File: src/rtl/cnn_pkg.sv
// cnn_pkg: types and constants shared by the CNN accelerator blocks.
package cnn_pkg;
    localparam int CNN_DATA_W = 32;
    localparam int CNN_ADDR_W = 32;
    localparam logic [3:0] BRAM_WE_NONE = 4'b0;
    typedef enum logic [1:0] {ST_IDLE, ST_RUN, ST_DRAIN, ST_DONE} chk_state_t;
endpackage

File: src/rtl/rd_lat_pipe.sv
// rd_lat_pipe: valid+index delay line matching the BRAM read latency, with flush.
module rd_lat_pipe
    import cnn_pkg::*;
#(
    parameter int DEPTH = 1,
    parameter int IDX_W = CNN_ADDR_W
) (
    input  logic             clk,
    input  logic             rst,
    input  logic             flush,
    input  logic             push,
    input  logic [IDX_W-1:0] push_idx,
    output logic             out_vld,
    output logic [IDX_W-1:0] out_idx,
    output logic             empty
);
    logic [DEPTH-1:0]            vld_q, vld_d;
    logic [DEPTH-1:0][IDX_W-1:0] idx_q, idx_d;

    for (genvar i = 0; i < DEPTH; i++) begin : g_st
        if (i == 0) begin : g_h
            assign vld_d[i] = push & ~flush;
            assign idx_d[i] = push_idx;
        end else begin : g_t
            assign vld_d[i] = vld_q[i-1] & ~flush;
            assign idx_d[i] = idx_q[i-1];
        end
    end

    always_ff @(posedge clk or posedge rst) begin
        if (rst) begin
            vld_q <= '0;
            idx_q <= '0;
        end else begin
            vld_q <= vld_d;
            idx_q <= idx_d;
        end
    end

    assign out_vld = vld_q[DEPTH-1];
    assign out_idx = idx_q[DEPTH-1];
    assign empty   = ~|vld_q;
endmodule

File: config.mk
export PLATFORM = sky130hd
export DESIGN_NAME = rd_lat_pipe
export DESIGN_NICKNAME = d
export VERILOG_FILES = /design/src/rtl/cnn_pkg.sv /design/src/rtl/rd_lat_pipe.sv
export SDC_FILE = /design/constraint.sdc
export NUM_CORES = 1
export LEC_CHECK = 0
export ABC_AREA = 1
export CORE_UTILIZATION = 30
export CTS_CLUSTER_SIZE = 16
export DETAILED_ROUTE_END_ITERATION = 7
export GPL_ROUTABILITY_DRIVEN = 1
export GPL_TIMING_DRIVEN = 0
export HOLD_SLACK_MARGIN = 0.06
export PLACE_DENSITY_LB_ADDON = 0.3
export SLEW_MARGIN = 20
export SYNTH_ARGS = -nofsm -noshare
export SYNTH_HDL_FRONTEND = slang
export SYNTH_SLANG_ARGS = --single-unit
File: constraint.sdc
create_clock -name clk -period 1 [get_ports clk]
set_input_delay 0.2 -clock clk [delete_from_list [all_inputs] [get_ports clk]]
set_output_delay 0.2 -clock clk [all_outputs]
set_load 0.1 [all_outputs]
Word level (Yosys, flattened, before mapping)
Cells that the tools add are included.
- bits in registers: 33
- input port bits: 36
- output and inout bits: 34
- logic and storage cells: 5
- bitwise logic cells: 2
- reductions and logical operators: 1
- operator list (kind ; count):
    $and 1x1->1 ; 1
    $logic_not 1->1 ; 1
    $not 1->1 ; 1

Longest topological paths before layout
Gate-level depths: netlist of run 1.
- word-level depth: 2
- mapped depth: 2
- mapped depth without buffers: 2

Worst setup path after synthesis of run 1
Ideal clock, no wire load.
- path kind: register to output
- from: register vld_q (netlist: out_vld)
- to: output port empty
- arrival time: 1562 ps
- setup slack: -762 ps
- stages on the path, launching flop included: 2
- cell sequence: dfrtp_1 > inv_1
- word-level cells in the longest chain between the ends: 1
- ends and longest elaborated chain (what ; RTL line ; text):
    start: declaration ; rd_lat_pipe.sv:17 ; logic [DEPTH-1:0] vld_q, vld_d;
    start signal: assignment ; rd_lat_pipe.sv:35 ; vld_q <= vld_d;
    $logic_not 1->1 ; rd_lat_pipe.sv:42 ; assign empty = ~|vld_q;
    end: declaration ; rd_lat_pipe.sv:15 ; output logic empty
Every way passes these cells.

Worst setup path after layout of run 1
Ends and elaborated chain as after synthesis.

==> results.toml, run 1 <==
[grt]
grt_antenna_before_repair = 0
grt_pass1_vias = 573
maximum_number_of_pins_on_one_net_before_global_route_repair = 34
grt_first_pass_wirelength_mm = 2.28
groute.usage.overall_pct = 11.8
globalRoute.totalOverflow = 0

[pwr]
total_leakage_power_nw = 0.779
switchingPower_mw = 1.01
p_clk_share_pct = 21.3
power.combinational.fraction_pct = 30.3
switching_share_pct = 33.5
power_report.internal_total_mw = 2.00
p_total_mw = 3.01
power.density_cell_area_nw_per_um2 = 1650
worst_ir_drop_vdd_mv = 1.25
seq_power_share_pct = 48.4

[die]
ioPinCount = 70
die_w_um = 55.0
die_area_um2 = 3030
die-height_um = 55.0
start_util_pct = 32.8
placeableCoreArea_um2 = 2570
fp-row-count = 18

[sta]
report.final.slew_viol_count = 0
maxClockFrequency_ghz = 0.799
report.final.setup_viol = 34
slew_at_the_pin_closest_to_its_max_slew_limit_ns = 0.639
post-route-min-period_ns = 1.25
final_cycle_utilization_of_the_critical_path_pct = 125
postLayoutSetupSlackWorst_ns = -0.252
hold_violations = 0
timing.setup.tns_ns = -3.32
timing.max_slew.rel_slack_pct = 57.4
rsz0062_at_grt = "yes"

[worst_setup_path]
critical_path_depth = 2
timing.critical_path.to = "empty"
worstSetupStartpoint = "out_vld"
cp_top_family = "flip-flops"
critPathArrivalTime_ns = 1.05
criticalPathCategory = "reg -> out"
critical-path-max-stage-delay_ns = 0.50
timing.critical_path.buf_inv = 2
crit_required_ns = 0.80
critical_path.slowest_cell = "sky130_fd_sc_hd__dfrtp_4"
worst_setup_path_end_kind = "primary output"
worstPathCellList = "clkinvlp_4 > buf_12"
critical_path.max_fanout = 2
critPathLaunchType = "flop"

[placed_design]
io_buffer_count = 69
detailedPlace.worstSlack_ns = -0.858
place.gp.congestion = 0.616
place_inst = 136

[yosys]
synth.ff_latch_count = 33
synth_fp_nets = 73
ys_seq_area_share_pct = 97.9
post-synth-top-area-fraction_pct = 97.9
yosys-top-cells-area = "sky130_fd_sc_hd__dfrtp_1, sky130_fd_sc_hd__inv_1, sky130_fd_sc_hd__nor2_2"
number_of_library_cell_types_mapped_by_synthesis = 3
post_synthesis_cells = 37
syn-cell-area_um2 = 843
ys.warnings.count = 0
yosysTopAreaCell = "sky130_fd_sc_hd__dfrtp_1"
syn_avg_cell_area_um2 = 22.8

[final_layout]
area.growth.synth_to_final_pct = 117
final_core_util_pct = 71.2
final-instance-count-excl-fill = 144
layout-drive-gt1-share_pct = 65.8
final_net_count = 149
most-common-layout-cells = "sky130_fd_sc_hd__clkdlybuf4s50_1, sky130_fd_sc_hd__dfrtp_2, sky130_fd_sc_hd__buf_8"
antenna_cells = 0
mostFrequentLayoutCell = "sky130_fd_sc_hd__clkdlybuf4s50_1"

[clock_network]
total_number_of_clock_tree_sinks = 33
tritoncts.num_buffers = 5
ctsLongestPathBuffers = 2
tritoncts = "done"
cts_max_level = 2
clk_root_buffer_cell = "sky130_fd_sc_hd__clkbuf_4"
post_cts_hold_buffer_count = 0
number_of_setup_buffers_added_after_cts = 0
cts.reportedPaths.clkPinSlew_ns = 0.09

[status]
run_status = "complete, but fails checks"
failed_checks = "setup timing"

[detailed_routing]
dr_iter_0_viols = 0
num_vias = 569
post_dr_vias_cell = 3.95
detailedRoute.firstPassIterationCount = 1
overall_routed_net_length_mm = 1.80
wl_per_cell_um = 12.5
detail-route-antenna-nets = 0
route.detailed.drc = 0

[run]
max_cap_viol_count = 0

[hold_path]
hold_path_class = "in -> async"
==> per-layer routing <==
metal,vias to the layer above,wire (um),global-route usage (%)
met1,263,589,11.0
met2,44,991,20.5
li1,262,-,-
met3,0,220,8.74
met4,0,0,2.50
met5,-,0,0
==> flip-flops by register name (all words and copies together), names as in the netlist <==
name,flops
out_idx,32
out_vld,1
==> metrics by stage <==
| step | cell area [um2] | hold slack, ns |
|---|---|---|
| global route | 1830 | 0.288 |
| CTS | 1750 | 0.301 |
| detailed placement | 1620 | 0.644 |
| floorplan | 891 | 0.231 |
| global placement | 1620 | 0.643 |
| finish | 1830 | 0.321 |
==> repair_timing <==
item                                    4_1_cts  5_1_grt
endpoints found under the setup margin       34       34
gates resized for setup                     248       19
pin swaps                                     0        0
==> worst min path at each step <==
stage | slack, ns | from | cells past startpoint | endpoint
CTS | 0.30 | push_idx[29] | 1 | out_idx[29]
floorplan | 0.23 | push_idx[0] | 0 | out_idx[0]
global route | 0.29 | push_idx[22] | 1 | out_idx[22]
global placement | 0.64 | push_idx[19] | 1 | out_idx[19]
detailed placement | 0.64 | push_idx[28] | 1 | out_idx[28]
finish | 0.32 | rst | 2 | out_vld
==> synthesized netlist by cell type <==
cell type	count
sky130_fd_sc_hd__dfrtp_1	33
sky130_fd_sc_hd__inv_1	3
sky130_fd_sc_hd__nor2_2	1
==> power by group through the flow <==
stage	combinational [mW]	clock, mW	sequential (mW)
after floorplan	0.0389	0	1.97
after global placement	0.833	0	1.46
after detailed placement	0.840	0	1.46
after CTS	0.881	0.684	1.45
after global routing	0.940	0.745	1.46
final	0.912	0.640	1.46
==> layout make-up <==
class / instances / area (um2)
Sequential cell: 33 / 870
Fill cell: 181 / 738
Inverter: 3 / 15.0
Multi-Input combinational cell: 1 / 6.26
Timing Repair Buffer: 69 / 852
Clock buffer: 8 / 48.8
Tap cell: 30 / 37.5
==> kinds of logic (layout without fill, tap and decap cells) <==
kind of cell           after synthesis  in the layout  synth area share (%)
AND/OR/NAND/NOR                      1              1                 0.742
flip-flops                          33             33                  97.9
buffers and inverters                3             80                  1.34
Note: power is estimated with default switching activity, not from simulation.
==> inputs of run 2 (changes only) <==
--- a/config.mk
+++ b/config.mk
@@ -6,7 +6,7 @@
 export NUM_CORES = 1
 export LEC_CHECK = 0
 export ABC_AREA = 1
-export CORE_UTILIZATION = 30
+export CORE_UTILIZATION = 31
 export CTS_CLUSTER_SIZE = 16
 export DETAILED_ROUTE_END_ITERATION = 7
 export GPL_ROUTABILITY_DRIVEN = 1
==> run 2 against run 1 <==
The run still ends with setup timing left. Maximum frequency shrank 1.2%. Routed wire length down 4.6%. Non-clock buffer count stayed put. Global-route usage up 1.1 points. Worst setup slack worse by 0.015 ns. Utilization down 0.12 points. Via count increased by 0.35%. Die area decreased by 3.1%. Sequential share of layout area up 0.93 points. First-iteration DRC count is the same. Clock-buffer cell count down 1. Combinational power shrank 2.2%.
==> results.toml, run 2 (synthesis results as in run 1) <==
[status]
run_status = "complete, but fails checks"
failed_checks = "setup timing"

[placed_design]
postPlaceCellArea_um2 = 1620
io_buffer_count = 69
place.gp.congestion = 0.602
dp_hpwl_mm = 1.34
detailedPlace.worstSlack_ns = -0.849

[sta]
final.hold.worst_slack_ns = 0.282
report.final.slew_viol_count = 0
final_cycle_utilization_of_the_critical_path_pct = 127
maxClockFrequency_ghz = 0.789
report.final.setup_viol = 34
hold_violations = 0
timing.max_slew.rel_slack_pct = 57.5
postLayoutSetupSlackWorst_ns = -0.267
post-route-min-period_ns = 1.27
timing.setup.tns_ns = -3.68
slew_at_the_pin_closest_to_its_max_slew_limit_ns = 0.637
rsz0062_at_grt = "yes"

[die]
ioPinCount = 70
start_util_pct = 33.4
die_w_um = 54.2
placeableCoreArea_um2 = 2520
fp-row-count = 18
die-height_um = 54.2
die_area_um2 = 2930

[final_layout]
area.growth.synth_to_final_pct = 113
flip_flop_count_of_the_largest_register_all_copies_and_words_added = 32
most-common-layout-cells = "sky130_fd_sc_hd__clkdlybuf4s50_1, sky130_fd_sc_hd__dfrtp_2, sky130_fd_sc_hd__buf_6"
mostFrequentLayoutCell = "sky130_fd_sc_hd__clkdlybuf4s50_1"
antenna_cells = 0
finalInstanceArea_um2 = 1790
layout-drive-gt1-share_pct = 67.3
final_core_util_pct = 71.1
final_net_count = 149

[hold_path]
hold_path_class = "in -> async"

[detailed_routing]
dr_iter_0_viols = 0
wl_per_cell_um = 12.0
detail-route-antenna-nets = 0
num_vias = 571
post_dr_vias_cell = 3.99
route.detailed.drc = 0
overall_routed_net_length_mm = 1.72
detailedRoute.firstPassIterationCount = 1

[worst_setup_path]
crit_required_ns = 0.80
worst_setup_path_end_kind = "primary output"
critPathArrivalTime_ns = 1.07
critPathLaunchType = "flop"
critical_path.max_fanout = 2
criticalPathCategory = "reg -> out"

[clock_network]
tritoncts = "done"
post_cts_hold_buffer_count = 0
cts.reportedPaths.clkPinSlew_ns = 0.09
tritoncts.num_buffers = 5
total_number_of_clock_tree_sinks = 33
clk_root_buffer_cell = "sky130_fd_sc_hd__clkbuf_4"
cts_max_level = 2
number_of_setup_buffers_added_after_cts = 0
ctsLongestPathBuffers = 2

[pwr]
power.density_cell_area_nw_per_um2 = 1700
total_leakage_power_nw = 0.768
worst_ir_drop_vdd_mv = 1.27

[grt]
grt_pass1_vias = 570
grt_first_pass_wirelength_mm = 2.39
groute.usage.overall_pct = 12.9
grt_antenna_before_repair = 0
maximum_number_of_pins_on_one_net_before_global_route_repair = 34
globalRoute.totalOverflow = 0

[run]
max_cap_viol_count = 0
run 2: changes by cell type in the layout (fill, tap and decap cells not counted), sizes merged:
| cell | before | now |
|---|---|---|
| clkbuf | 8 | 7 |
run 2: worst max-delay path by stage:
stage,startpoint,endpoint,slack (ns),cells after the start
detailed placement,out_vld,empty,-0.85,2
global placement,out_vld,empty,-0.84,2
global route,out_vld,empty,-0.32,2
floorplan,out_vld,empty,-0.31,1
CTS,out_vld,empty,-0.28,2
finish,out_vld,empty,-0.27,2
run 2: cell type report:
class / instances / area (um2)
Tap cell: 30 / 37.5
Sequential cell: 33 / 870
Inverter: 3 / 15.0
Fill cell: 160 / 728
Clock buffer: 7 / 55.1
Timing Repair Buffer: 69 / 811
Multi-Input combinational cell: 1 / 6.26
run 2: critical path, stage by stage (launching register included):
cell and delay (ns):
sky130_fd_sc_hd__dfrtp_4 0.50, sky130_fd_sc_hd__clkinvlp_4 0.09, sky130_fd_sc_hd__buf_12 0.16
run 2: stage by stage:
step	instances	power, mW
after floorplan	37	2.01
after global placement	136	2.29
after detailed placement	136	2.30
after CTS	143	3.07
after global routing	143	3.19
final	143	3.05
run 2: what timing repair did:
| action | 4_1_cts | 5_1_grt |
|---|---|---|
| hold endpoints to repair | 0 | 0 |
| resized for setup | 248 | 9 |
| setup endpoints to repair | 34 | 34 |
run 2: power breakdown:
group / internal [mW] / leakage, nW / switching (mW)
clock: 0.332 / 0.0314 / 0.377
sequential: 1.41 / 0.353 / 0.0405
combinational: 0.290 / 0.384 / 0.602
total: 2.04 / 0.768 / 1.02
run 2: routing by layer:
metal | track usage, % | share of wire [%] | routed length (um) | vias up
met3 | 10.7 | 13 | 226 | 0
met5 | 0 | 0 | 0 | -
met1 | 10.4 | 29 | 503 | 271
met4 | 5.13 | 0 | 0 | 0
met2 | 22.2 | 58 | 988 | 41
li1 | - | - | - | 259
